==> config.mk <==
export PLATFORM = sky130hd
export DESIGN_NAME = hall_call_scheduler
export DESIGN_NICKNAME = d
export VERILOG_FILES = /design/src/rtl/hall_call_scheduler.sv
export SDC_FILE = /design/constraint.sdc
export NUM_CORES = 1
export LEC_CHECK = 0
export CAP_MARGIN = 20
export CORE_MARGIN = 2
export CORE_UTILIZATION = 50
export DETAILED_ROUTE_END_ITERATION = 16
export PLACE_DENSITY = 0.84
export SETUP_SLACK_MARGIN = 0.5
export SLEW_MARGIN = 25
export SYNTH_ARGS = -nofsm -noshare
export SYNTH_HDL_FRONTEND = slang
export SYNTH_SLANG_ARGS = --single-unit
==> constraint.sdc <==
create_clock -name clk_i -period 7.3 [get_ports clk_i]
set_input_delay 2.19 -clock clk_i [delete_from_list [all_inputs] [get_ports clk_i]]
set_output_delay 2.19 -clock clk_i [all_outputs]
set_load 0.02 [all_outputs]
==> src/rtl/hall_call_scheduler.sv <==
// Hall-call buffer: latches legal up/down hall presses into per-floor pending
// bits, drives the lamps, and hands one pending call to the car FSM per done.
// MODE 0 dispatches by fixed priority; MODE 1 uses a direction-aware SCAN.
module hall_call_scheduler #(
  parameter int unsigned FLOORS = 4,
  parameter int unsigned MODE   = 1,
  localparam int unsigned FW    = $clog2(FLOORS),
  localparam int unsigned CW    = $clog2(2 * FLOORS - 1)
) (
  input  logic              clk_i,
  input  logic              rst_i,
  input  logic              req_valid_i,
  input  logic [FW-1:0]     req_floor_i,
  input  logic              req_dir_i,
  input  logic              clr_all_i,
  input  logic              done_i,
  input  logic [FW-1:0]     cur_floor_i,
  input  logic              cur_dir_i,
  output logic              sel_valid_o,
  output logic [FW-1:0]     sel_floor_o,
  output logic              sel_dir_o,
  output logic [FLOORS-1:0] up_lamp_o,
  output logic [FLOORS-1:0] dn_lamp_o,
  output logic [CW-1:0]     pend_cnt_o,
  output logic              empty_o,
  output logic              req_err_o
);

  localparam int NF = int'(FLOORS);
  localparam int NI = 1 << FW;

  logic [FLOORS-1:0] up_q, up_d, dn_q, dn_d;
  logic              sel_valid_q, sel_valid_d;
  logic [FW-1:0]     sel_floor_q, sel_floor_d;
  logic              sel_dir_q, sel_dir_d;
  logic              req_err_q, req_err_d;
  logic [CW-1:0]     cnt_q, cnt_d;

  logic [NI-1:0]     floor_ok;
  logic [FLOORS-1:0] ge_mask, le_mask;
  logic [FLOORS-1:0] req_oh, pick_oh;
  logic              req_legal;
  logic              pick_hit;
  logic [FW-1:0]     pick_floor;
  logic              pick_dir;

  // Index of the lowest set bit (caller guarantees v is non-zero).
  function automatic logic [FW-1:0] low_idx(input logic [FLOORS-1:0] v);
    low_idx = '0;
    for (int i = NF - 1; i >= 0; i--) begin
      if (v[i]) low_idx = FW'(i);
    end
  endfunction

  // Index of the highest set bit (caller guarantees v is non-zero).
  function automatic logic [FW-1:0] high_idx(input logic [FLOORS-1:0] v);
    high_idx = '0;
    for (int i = 0; i < NF; i++) begin
      if (v[i]) high_idx = FW'(i);
    end
  endfunction

  function automatic logic [CW-1:0] popcnt(input logic [FLOORS-1:0] v);
    popcnt = '0;
    for (int i = 0; i < NF; i++) popcnt = popcnt + CW'(v[i]);
  endfunction

  // Floor-range table and SCAN masks relative to the car position.
  always_comb begin
    floor_ok = '0;
    ge_mask  = '0;
    le_mask  = '0;
    for (int i = 0; i < NI; i++) floor_ok[i] = (i < NF);
    for (int i = 0; i < NF; i++) begin
      ge_mask[i] = (FW'(i) >= cur_floor_i);
      le_mask[i] = (FW'(i) <= cur_floor_i);
    end
  end

  // Request legality and one-hot decode of the pressed floor.
  always_comb begin
    req_oh    = {{(FLOORS - 1){1'b0}}, 1'b1} << req_floor_i;
    req_legal = req_valid_i && floor_ok[req_floor_i]
                && !(!req_dir_i && (req_floor_i == FW'(NF - 1)))
                && !(req_dir_i && (req_floor_i == '0));
  end

  // Dispatch policy, evaluated on the registered pending state only.
  always_comb begin
    pick_hit   = (|up_q) || (|dn_q);
    pick_floor = '0;
    pick_dir   = 1'b0;
    if (MODE == 0) begin
      if (|up_q) begin
        pick_floor = low_idx(up_q);
      end else begin
        pick_floor = low_idx(dn_q);
        pick_dir   = 1'b1;
      end
    end else if (!cur_dir_i) begin
      if (|(up_q & ge_mask)) begin
        pick_floor = low_idx(up_q & ge_mask);
      end else if (|dn_q) begin
        pick_floor = high_idx(dn_q);
        pick_dir   = 1'b1;
      end else begin
        pick_floor = low_idx(up_q);
      end
    end else begin
      if (|(dn_q & le_mask)) begin
        pick_floor = high_idx(dn_q & le_mask);
        pick_dir   = 1'b1;
      end else if (|up_q) begin
        pick_floor = low_idx(up_q);
      end else begin
        pick_floor = high_idx(dn_q);
        pick_dir   = 1'b1;
      end
    end
    pick_oh = {{(FLOORS - 1){1'b0}}, 1'b1} << pick_floor;
  end

  // Next state: flush beats everything; clear of the dispatched bit happens
  // before the new press so a same-edge set of that bit wins.
  always_comb begin
    up_d        = up_q;
    dn_d        = dn_q;
    sel_valid_d = 1'b0;
    sel_floor_d = sel_floor_q;
    sel_dir_d   = sel_dir_q;
    req_err_d   = 1'b0;
    if (clr_all_i) begin
      up_d = '0;
      dn_d = '0;
    end else begin
      if (done_i && pick_hit) begin
        sel_valid_d = 1'b1;
        sel_floor_d = pick_floor;
        sel_dir_d   = pick_dir;
        if (pick_dir) dn_d = dn_d & ~pick_oh;
        else          up_d = up_d & ~pick_oh;
      end
      if (req_legal) begin
        if (req_dir_i) dn_d = dn_d | req_oh;
        else           up_d = up_d | req_oh;
      end else if (req_valid_i) begin
        req_err_d = 1'b1;
      end
    end
    cnt_d = popcnt(up_d) + popcnt(dn_d);
  end

  // State registers with synchronous reset.
  always_ff @(posedge clk_i) begin
    if (rst_i) begin
      up_q        <= '0;
      dn_q        <= '0;
      sel_valid_q <= 1'b0;
      sel_floor_q <= '0;
      sel_dir_q   <= 1'b0;
      req_err_q   <= 1'b0;
      cnt_q       <= '0;
    end else begin
      up_q        <= up_d;
      dn_q        <= dn_d;
      sel_valid_q <= sel_valid_d;
      sel_floor_q <= sel_floor_d;
      sel_dir_q   <= sel_dir_d;
      req_err_q   <= req_err_d;
      cnt_q       <= cnt_d;
    end
  end

  assign sel_valid_o = sel_valid_q;
  assign sel_floor_o = sel_floor_q;
  assign sel_dir_o   = sel_dir_q;
  assign up_lamp_o   = up_q;
  assign dn_lamp_o   = dn_q;
  assign pend_cnt_o  = cnt_q;
  assign empty_o     = (cnt_q == '0);
  assign req_err_o   = req_err_q;

endmodule
# Word-level counts from Yosys, hierarchy flattened
# Cells that the tools add are included.
# totals
input_bits	11
output_inout_bits	17
word_cells	93
reg_bits	16
# classes
bitwise	8
addsub	7
shift	2
order_cmp	9
n_eq_ne	1
n_mux	40
reduce_logical	19
# op_table
operator	n
$mux W4	12
$mux W2	17
$and A4 B4 Y4	4
$reduce_or A4 Y1	4
$mux W1	10
$or A4 B4 Y4	2
$shl A1 B2 Y4 const A	2
$add A2 B1 Y3	2
$add A3 B1 Y3	2
$logic_and A1 B1 Y1	6
$add A1 B1 Y2	2
$ge A1 B2 Y1 const A	2
$ge A2 B2 Y1 const A	2
$le A1 B2 Y1 const A	2
$le A2 B2 Y1 const A	2
$not A4 Y4	1
$add A3 B3 Y3	1
$logic_not A1 Y1	3
$logic_not A3 Y1	1
$lt A2 B3 Y1 const B	1
$reduce_or A3 Y1	1
$bmux W1 S2	1
$eq A2 B2 Y1 const B	1
$logic_not A2 Y1	1
4 further kinds	4

# Longest topological paths before layout
# depth
ltp_word	22
mapped_depth	17
mapped_depth_nobuf	15

# Least setup slack after synthesis
# No wires, ideal clock.
# synth_timing
path_kind	in2reg
start	in cur_floor_i[1]
end	reg cnt_q[2], in the netlist pend_cnt_o[2]
stages	17
path_slack_ns	1.456
path_buffers	2
t_arrival_ns	5.716
required_ns	7.173
setup_ns	0.127
path_cell_list	buf_4 a21oi_1 o211ai_1 o21a_1 buf_4 nor4_1 a311oi_1 fa_1 inv_1 fa_1 inv_1 fa_1 ha_1 inv_1 fa_1 xor2_1 nor2_1
# synth_via
elab_chain_len	22
word_cells_on_any_way	50
cone_classes	7 x add/sub; 8 x order compare; 1 x shift; 25 x mux; 7 x bitwise; 2 x reduce/logical
# synth_rtl
item	line	source
start: declaration	17	input logic [FW-1:0] cur_floor_i,
$ge A2 B2 Y1	75	ge_mask[i] = (FW'(i) >= cur_floor_i);
$and A4 B4 Y4	101, 102	
$mux W2 (4 in a row)	51	if (v[i]) low_idx = FW'(i);
$mux W2	101	if (|(up_q & ge_mask)) begin
$mux W2	100	end else if (!cur_dir_i) begin
$shl A1 B2 Y4	120	pick_oh = {{(FLOORS - 1){1'b0}}, 1'b1} << pick_floor;
$not A4 Y4	141	else up_d = up_d & ~pick_oh;
$and A4 B4 Y4	141	
(+4 left out)	-	
$mux W4	144	if (req_dir_i) dn_d = dn_d | req_oh;
$mux W4 *	143	if (req_legal) begin
$mux W4 *	132	if (clr_all_i) begin
named net up_d[0]	32	logic [FLOORS-1:0] up_q, up_d, dn_q, dn_d;
$add A1 B1 Y2 *	65	for (int i = 0; i < NF; i++) popcnt = popcnt + CW'(v[i]);
$add A2 B1 Y3 *	65	
$add A3 B1 Y3 *	65	
$add A3 B3 Y3 *	150	cnt_d = popcnt(up_d) + popcnt(dn_d);
end signal: assignment	170	cnt_q <= cnt_d;
end: declaration	37	logic [CW-1:0] cnt_q, cnt_d;
# The timed path passes the listed nets; every way through them passes the cells marked *. The select of a mux whose other input is x is not followed.
# A chain may end at the register's enable or synchronous reset.

# Final worst setup path
# layout_timing
start	in cur_floor_i[1]
end	reg cnt_q[1], in the netlist pend_cnt_o[1]
# The elaborated chain is that of the path after synthesis.

==> flow_summary.toml <==
[power]
power_uw = 195
vdd_drop_max_uv = 113
p_per_area_nw_per_um2 = 125
leakage_uw = 0.000566

[setup_path]
crit_required_ns = 7.53
cp_top_family = "adder cells"
cp_slowest_stage_delay_ns = 0.67
slowest_stage = "clkdlybuf4s50_1"
cp-end-kind = "flip-flop"
start_kind = "input port"
cp_max_fo = 11
cp.arrival_ns = 6.62
crit_type = "in2reg"
crit_top_cell = "fa_1"
rrSetupSlack_ns = 2.82
crit_chain = "clkdlybuf4s50_1 > nand2b_1 > a21oi_1 > nor4_2 > nor4_1 > a311oi_1 > fa_1 > inv_1 > fa_1 > inv_1 > fa_1 > ha_1 > inv_1 > fa_1 > nor2_1"
critPathBufInv = 4

[cells_and_area]
final_layout_size_suffix_gt1_share_pct = 9.25
n_antenna_cell = 0
nFillCells = 213
design_area_um2 = 1560
area_delta_synth_final_pct = 22.9
nets = 191
fin_util_pct = 64.0

[timing]
setup_viol = 0
fmax_mhz = 156
min_period_ns = 6.39
setup_tns_ns = 0
slew_headroom_pct = 43.2
min_period_over_period_pct = 87.5
skew_ns = 0.0144
rsz0062_at_grt = "false"
setup_slack_ns = 0.910
hold_viol_final = 0
slew_viol_final = 0
worst_slew_pin_slew_ns = 0.845

[floorplanning]
die_x_um = 54.3
core_um2 = 2430
initial_utilization_pct = 52.1
design.die.area_um2 = 2950
chipHeight_um = 54.3
row_count = 18
pin_count = 28

[placement]
port_buffers = 27
dp_hpwl_mm = 2.48
place_congestion = 0.907
place_ws_ns = 0.635
dpl-instance-area_um2 = 1520

[clock_network]
cts_tree = "yes"
cts_resized = 0
clkSinkCount = 16
path_clk_slew_ns = 0.09
cts_buffers = 3
cts_hold_buf = 0
cts_setup_buffers = 0
cts-htree-levels = 1
clockBufferDepth = 2
cts_root_buffer = "clkbuf_4"
clock_latency_ns = 0.31

[synth]
yosysSeqAreaShare_pct = 25.3
synth_area_um2 = 1270
yosys_warnings = 0
yosys.area.top_type = "dfxtp_1"
syn-num-nets = 167
synth_top_area_share_pct = 25.3
ys_top_cells_by_area = "dfxtp_1 25%, a311oi_1 8.3%, fa_1 6.3%"
avgSynthCellArea_um2 = 8.44
yosys_register_bits = 16
netlist_instances = 150
synth_cell_types = 47

[global_routing]
antenna_found_initial = 0
grt_pass1_vias = 1231
grt_max_degree = 12
grt_pass1_wl_mm = 5.40
grtUsageTotal_pct = 25.7
overflow = 0

[outcome]
status = "finished clean"

[drt]
ant_nets = 0
drc = 0
drtPass1Iterations = 5
viasPerCell = 6.44
drt-total-wl_mm = 3.28
drtIter0Drc = 69
vias = 1308
wl_per_cell_um = 16.2

[min_path]
hold_class = "reg2reg"

[run]
cap_violations = 0
## final timing paths
kind	start	to	depth (start not counted)
max	cur_floor_i[1]	pend_cnt_o[1]	15
min	sel_floor_o[1]	sel_floor_o[1]	2
max reg2reg	dn_lamp_o[1]	pend_cnt_o[2]	15
min reg2reg	sel_floor_o[1]	sel_floor_o[1]	2
## per-stage QoR
stage	hold slack, ns	std cells
floorplan	0.534	150
global placement	0.444	199
CTS	0.460	203
finish	0.458	203
global route	0.482	203
detailed placement	0.449	199
## tightest hold or removal path, stage by stage, from the launching register on
cell and delay [ns]:
dfxtp_1 0.32, nand2_1 0.05, a21oi_1 0.05
## cell usage in the layout (no fill, tap or decap), types with 2 or more instances in the layout
cell type	instances
nor3_1	4
a311oi_1	12
o21ai_0	5
o221ai_1	2
nand2b_1	3
a21oi_1	9
o22ai_2	2
fa_1	4
o211a_1	2
nor2b_1	7
and2_1	3
o21a_1	2
inv_1	13
o22a_1	2
ha_1	2
nor4_2	2
clkbuf_4	3
nand2_1	8
clkdlybuf4s50_1	27
o211ai_1	3
nor2_1	14
nand3_1	3
a31oi_1	2
nor4_1	3
dfxtp_1	16
## where the power goes
group          switching [µW]  internal, µW  total, µW
registers                1.76          88.7       90.5
clock network            31.2          30.5       61.7
logic                    24.9          18.2       43.1
total                    57.8           137        195
## Yosys cell counts, drive strengths merged
library cell   n
a21oi          9
nor3           4
o21a           2
o21ai          5
o211ai         3
buf            7
o31ai          1
o221a          1
nand2          8
nor4b          1
nor3b          1
a21boi         1
inv           13
nor2b          7
a311oi        12
nor2          14
xor2           1
a221o          1
dfxtp         16
nand4          1
fa             4
o221ai         2
o22ai          2
and3           1
nand2b         3
or2            1
mux2           1
o21bai         1
o311ai         1
a31oi          2
a21bo          1
a311o          1
o22a           2
o311a          1
and2           3
ha             2
and2b          1
nor4           6
a211oi         1
o211a          2
clkbuf         1
nand3          3
## state kept, by name, indices dropped and copies added, names as in the netlist
signal / cells
sel_valid_o: 1
sel_dir_o: 1
up_lamp_o: 4
pend_cnt_o: 3
dn_lamp_o: 4
sel_floor_o: 2
req_err_o: 1
## cell families after synthesis
logic type	share of synthesized area, %
compound gates	31.6
xor+xnor	0.692
fa+ha+maj	8.30
buf+inv	8.10
flops	25.3
mux	0.889
simple gates	25.1
## cell type report
type,count,area (µm²),area share [%]
inverters,13,48.8,3.14
clock buffers,4,36.3,2.33
repair buffers,27,270,17.4
multi-input cells,113,843,54.2
flip-flops and latches,16,320,20.6
well taps,30,37.5,2.41
## routing by layer
metal  global-route usage [%]  up-vias  routed length, µm
met3                     4.10       10                291
met1                     31.7      613               1300
li1                         -      611                  -
met5                        0        -                  0
met4                     15.0        0                 53
met2                     42.2       74               1630
No activity file was read; power rests on OpenSTA's default activity.
